[config.mk]
export PLATFORM = sky130hd
export DESIGN_NAME = rv_alu_iter
export DESIGN_NICKNAME = d
export VERILOG_FILES = /design/src/rtl/rv_alu_iter.sv
export SDC_FILE = /design/constraint.sdc
export NUM_CORES = 1
export LEC_CHECK = 0
export CORE_ASPECT_RATIO = 0.6
export CORE_MARGIN = 3
export CORE_UTILIZATION = 35
export DETAILED_ROUTE_END_ITERATION = 6
export GPL_TIMING_DRIVEN = 0
export PLACE_DENSITY_LB_ADDON = 0.2
export SLEW_MARGIN = 20
export SYNTH_ARGS = -nofsm -noshare
export SYNTH_HDL_FRONTEND = slang
export SYNTH_SLANG_ARGS = --single-unit
[constraint.sdc]
create_clock -name clk -period 4.02 [get_ports clk]
set_input_delay 1.005 -clock clk [delete_from_list [all_inputs] [get_ports clk]]
set_output_delay 1.005 -clock clk [all_outputs]
set_load 0.01 [all_outputs]
[src/rtl/rv_alu_iter.sv]
// Execute-stage integer ALU with valid/ready handshakes and an iterative shifter.
// Define RV_ALU_FAST_SHIFT_EN for a single-cycle barrel shifter instead.
module rv_alu_iter #(
  parameter int XLEN       = 32,
  parameter int SHAMT_STEP = 1
) (
  input  logic            clk,
  input  logic            rst_n,
  input  logic            in_valid,
  output logic            in_ready,
  input  logic [2:0]      funct3,
  input  logic            alt,
  input  logic            is_imm,
  input  logic [XLEN-1:0] src_a,
  input  logic [XLEN-1:0] src_b,
  output logic            out_valid,
  input  logic            out_ready,
  output logic [XLEN-1:0] out_result,
  output logic            busy
);

  localparam int SHW = $clog2(XLEN);
  localparam logic [SHW:0] STEP = (SHW+1)'(SHAMT_STEP);

`ifdef RV_ALU_FAST_SHIFT_EN
  localparam bit FAST = 1'b1;
`else
  localparam bit FAST = 1'b0;
`endif

  typedef enum logic [1:0] {
    IDLE,
    SHIFT,
    DONE
  } state_t;

  state_t            state;
  logic [XLEN-1:0]   sh_val;
  logic [SHW-1:0]    sh_cnt;
  logic              sh_left;
  logic              sh_arith;

  logic [SHW-1:0]    shamt;
  logic              is_shift;
  logic              accept;
  logic              lt_s;
  logic              lt_u;
  logic signed [XLEN-1:0] sra_in;
  logic [XLEN-1:0]   alu_res;

  logic [SHW:0]      cnt_w;
  logic [SHW:0]      step;
  logic [SHW:0]      cnt_rem;
  logic signed [XLEN-1:0] sra_it;
  logic [XLEN-1:0]   sh_next;

  assign in_ready  = (state == IDLE) ||
                     ((state == DONE) && out_ready);
  assign out_valid = (state == DONE);
  assign busy      = (state == SHIFT);
  assign accept    = in_valid && in_ready;

  assign shamt    = src_b[SHW-1:0];
  assign is_shift = (funct3[1:0] == 2'b01);
  assign lt_s     = $signed(src_a) < $signed(src_b);
  assign lt_u     = src_a < src_b;
  assign sra_in   = $signed(src_a) >>> shamt;

  always_comb begin
    alu_res = '0;
    unique case (funct3)
      3'b000: alu_res = (!is_imm && alt) ?
                        src_a - src_b : src_a + src_b;
      3'b001: alu_res = FAST ? src_a << shamt : src_a;
      3'b010: alu_res = {{(XLEN-1){1'b0}}, lt_s};
      3'b011: alu_res = {{(XLEN-1){1'b0}}, lt_u};
      3'b100: alu_res = src_a ^ src_b;
      3'b101: begin
        if (!FAST)
          alu_res = src_a;
        else if (alt)
          alu_res = sra_in;
        else
          alu_res = src_a >> shamt;
      end
      3'b110: alu_res = src_a | src_b;
      3'b111: alu_res = src_a & src_b;
      default: alu_res = '0;
    endcase
  end

  // Last iteration may be shorter than SHAMT_STEP.
  assign cnt_w   = {1'b0, sh_cnt};
  assign step    = (cnt_w > STEP) ? STEP : cnt_w;
  assign cnt_rem = cnt_w - step;
  assign sra_it  = $signed(sh_val) >>> step;

  always_comb begin
    sh_next = sh_val >> step;
    if (sh_left)
      sh_next = sh_val << step;
    else if (sh_arith)
      sh_next = sra_it;
  end

  always_ff @(posedge clk or negedge rst_n) begin
    if (!rst_n) begin
      state      <= IDLE;
      out_result <= '0;
      sh_val     <= '0;
      sh_cnt     <= '0;
      sh_left    <= 1'b0;
      sh_arith   <= 1'b0;
    end else if (accept) begin
      if (!FAST && is_shift && (shamt != '0)) begin
        state    <= SHIFT;
        sh_val   <= src_a;
        sh_cnt   <= shamt;
        sh_left  <= !funct3[2];
        sh_arith <= alt;
      end else begin
        state      <= DONE;
        out_result <= alu_res;
      end
    end else if (state == SHIFT) begin
      sh_val <= sh_next;
      sh_cnt <= cnt_rem[SHW-1:0];
      if (cnt_rem == '0) begin
        state      <= DONE;
        out_result <= sh_next;
      end
    end else if ((state == DONE) && out_ready) begin
      state <= IDLE;
    end
  end

endmodule

==> impl_metrics.env <==
export IMPL_ys_ff_latch=73
export IMPL_nFillCells=2622
export IMPL_cp_startpoint="src_b[0]"
export IMPL_routedWlPerCell_um=24.1
export IMPL_synth_commonest_cells="a21oi_1 (161), nor2_1 (145), o21ai_0 (104)"
export IMPL_finClkSkew_ns=0.0115
export IMPL_synth_distinct_cells=88
export IMPL_ys_warnings_count=0
export IMPL_htreeDepth=3
export IMPL_cp_max_fo=6
export IMPL_num_nets_final=1565
export IMPL_whs_ns=0.481
export IMPL_ant_nets=0
export IMPL_place_congestion=1.00
export IMPL_gr_total_overflow=0
export IMPL_max_slew_margin=0.390
export IMPL_p_per_area_nw_per_um2=501
export IMPL_crit_path_end_kind="flip-flop"
export IMPL_cts_buffers=9
export IMPL_syn_inst=1271
export IMPL_clock_fmax_mhz=250
export IMPL_leakagePower_nw=4.95
export IMPL_cts_root_buf="clkbuf_16"
export IMPL_slew_violations=0
export IMPL_syn_to_final_growth_pct=23.7
export IMPL_grt_pass1_vias=9870
export IMPL_hpwlAfterDp_um=33400
export IMPL_cp_endpoint="out_result[28]"
export IMPL_grt_pass1_wl_um=62900
export IMPL_pin_count=108
export IMPL_utilization=0.445
export IMPL_io_buffers=107
export IMPL_timing_final_hold_violations=0
export IMPL_critPathLaunchType="input pin"
export IMPL_synth_ff_type="dfrtp_1"
export IMPL_coreArea_sq_um=25600
export IMPL_finalNonFillerCells=1750
export IMPL_clk_latency_ns=0.35
export IMPL_synth_compound_area_share=0.321
export IMPL_r2r_start="sh_cnt[1]"
export IMPL_cts_sinks=73
export IMPL_setup_viol=0
export IMPL_clock_tree_buffer_depth=2
export IMPL_dr_total_vias=10700
export IMPL_die_area_sq_um=28400
export IMPL_grt_antenna_before_repair=0
export IMPL_drt_iter0_drc=1392
export IMPL_synthAdderAreaFrac=0.136
export IMPL_rsz0062_at_grt="yes"
export IMPL_synth_top_cell_by_area="dfrtp_1"
export IMPL_placedCellCount=1731
export IMPL_placed_area_sq_um=10800
export IMPL_async_flop_share=1.00
export IMPL_rows=45
export IMPL_seq_area_frac_synth=0.198
export IMPL_yosys_area_share_simple=0.187
export IMPL_drcViolationCount=0
export IMPL_synth_area_leaders="dfrtp_1 (20%), ha_1 (13%), a21oi_1 (8.7%), nor2_1 (5.9%), o21ai_0 (5.6%)"
export IMPL_start_util=0.360
export IMPL_setup_slack_ns=0.0238
export IMPL_status="complete, no violations"
export IMPL_maxCapViolations=0
export IMPL_peakVddDrop_mv=0.261
export IMPL_die_w_um=216
export IMPL_worstPathRequired_ns=4.23
export IMPL_synth_mux_area_fraction=0.0544
export IMPL_cts_tree="built"
export IMPL_grt_usage=0.288
export IMPL_synth_edf_count=0
export IMPL_via_per_inst=6.13
export IMPL_design_area_sq_um=11400
export IMPL_cts_clk_slew_worst_paths_ns=0.07
export IMPL_syn_area_per_cell_sq_um=7.26
export IMPL_grt_max_degree=42
export IMPL_yosys_area_top_type_share=0.198
export IMPL_synth_top_family_by_area="compound AO/OA/AOI/OAI gates"
export IMPL_multi_input_area_sq_um=6930
export IMPL_pre_cts_slack_ns=-0.790
export IMPL_r2r_end="out_result[27]"
export IMPL_drive_gt1_frac=0.0851
export IMPL_worstPathArrival_ns=4.21
export IMPL_layout_min_cycle_time_ns=4.00
export IMPL_regToRegSetupSlack_ns=0.78
export IMPL_max_slew_worst_pin_slew_ns=0.915
export IMPL_antenna_cells=0
export IMPL_seq_area_sq_um=1830
export IMPL_die_h_um=132
export IMPL_first_pass_iters=6
export IMPL_synth_most_common_cell="a21oi_1"
export IMPL_synth_area_sq_um=9230
export IMPL_post_route_period_util=0.994
export IMPL_critical_path_class="in2reg"
export IMPL_r2r_cells=8
export IMPL_syn_nets=1443
export IMPL_hp_class="reg2reg"
export IMPL_synthXorXnorAreaFrac=0.0228
export IMPL_drt_total_wl_um=42100
==> report_power, final <==
| group | internal (mW) | switching (mW) |
|---|---|---|
| logic | 1.34 | 1.96 |
| clock network | 0.607 | 0.347 |
| registers | 1.10 | 0.371 |
| total | 3.04 | 2.68 |
==> through the flow <==
step	power, mW	TNS, ns
6_report	5.72	0
3_5_place_dp	4.60	-12.09
2_1_floorplan	3.31	0
3_3_place_gp	4.56	-66.62
5_1_grt	6.07	-0.0667
4_1_cts	5.59	-0.00539
==> kinds of logic (layout without fill, tap and decap cells) <==
family,after synthesis,count (layout)
AND/OR/NAND/NOR,377,377
flip-flops,73,73
adder cells (fa/ha/maj),99,99
AO/OA/AOI/OAI,461,461
XOR/XNOR,24,24
buffers and inverters,188,315
multiplexers,49,49
==> cell type report <==
type,instances,area share
clock inverter,7,0.0104
clock buffer,9,0.0197
sequential,73,0.160
multi-input combinational,1010,0.607
timing repair buffer,111,0.0982
tap,352,0.0386
inverter,98,0.0322
buffer,90,0.0338
==> how the worst min path moves through the flow <==
stage	from	endpoint	slack (ns)	cells past startpoint
4_1_cts	out_result[4]	out_result[4]	0.48	2
3_3_place_gp	out_result[4]	out_result[4]	0.46	2
3_5_place_dp	out_result[4]	out_result[4]	0.47	2
5_1_grt	out_result[4]	out_result[4]	0.52	2
6_report	out_result[4]	out_result[4]	0.48	2
2_1_floorplan	sh_arith	sh_arith	0.48	1
==> state kept, by name, indices dropped and copies added, names as in the netlist <==
signal and flops:
out_result 32, sh_arith 1, sh_cnt 5, sh_left 1
sh_val 32, state 2
==> placed cells by master (no fill, tap or decap), drive strengths merged, types with 18 or more instances in the layout <==
cell | netlist | layout
o21ai | 114 | 114
ha | 97 | 97
xnor2 | 21 | 21
a221oi | 18 | 18
clkdlybuf4s50 | 0 | 81
inv | 98 | 98
mux2i | 40 | 40
buf | 25 | 30
nand2 | 100 | 100
dfrtp | 73 | 73
nor2 | 147 | 147
a21oi | 163 | 163
a21o | 19 | 19
clkbuf | 65 | 75
a211oi | 19 | 19
nor3 | 27 | 27
a31oi | 21 | 21
nand3 | 30 | 30
==> per-layer routing <==
layer,vias to the layer above,part of all wire,GRT usage,routed length (um)
li1,4800,-,-,-
met1,5173,0.47,0.441,19600
met2,679,0.38,0.383,16200
met3,76,0.12,0.0831,5180
met4,0,0.027,0.0799,1120
met5,-,0,0,0
==> what timing repair did <==
item	4_1_cts	5_1_grt
pin swaps	4	6
hold buffers	0	0
buffers inserted	2	1
resized for setup	35	56
hold endpoints to repair	0	0
endpoints found under the setup margin	21	29
==> worst max-delay path, stage by stage <==
cell           delay, ns
dlygate4sd2_1       0.34
ha_1                0.25
inv_1               0.06
fa_1                0.45
nor2b_4             0.15
o211ai_2            0.13
a31oi_4             0.24
a31o_4              0.26
a2111oi_4           0.11
a211oi_2            0.34
a41oi_2             0.18
o31a_1              0.32
o21ai_1             0.22
a31oi_1             0.13
Power figures use the tool's default switching activity.
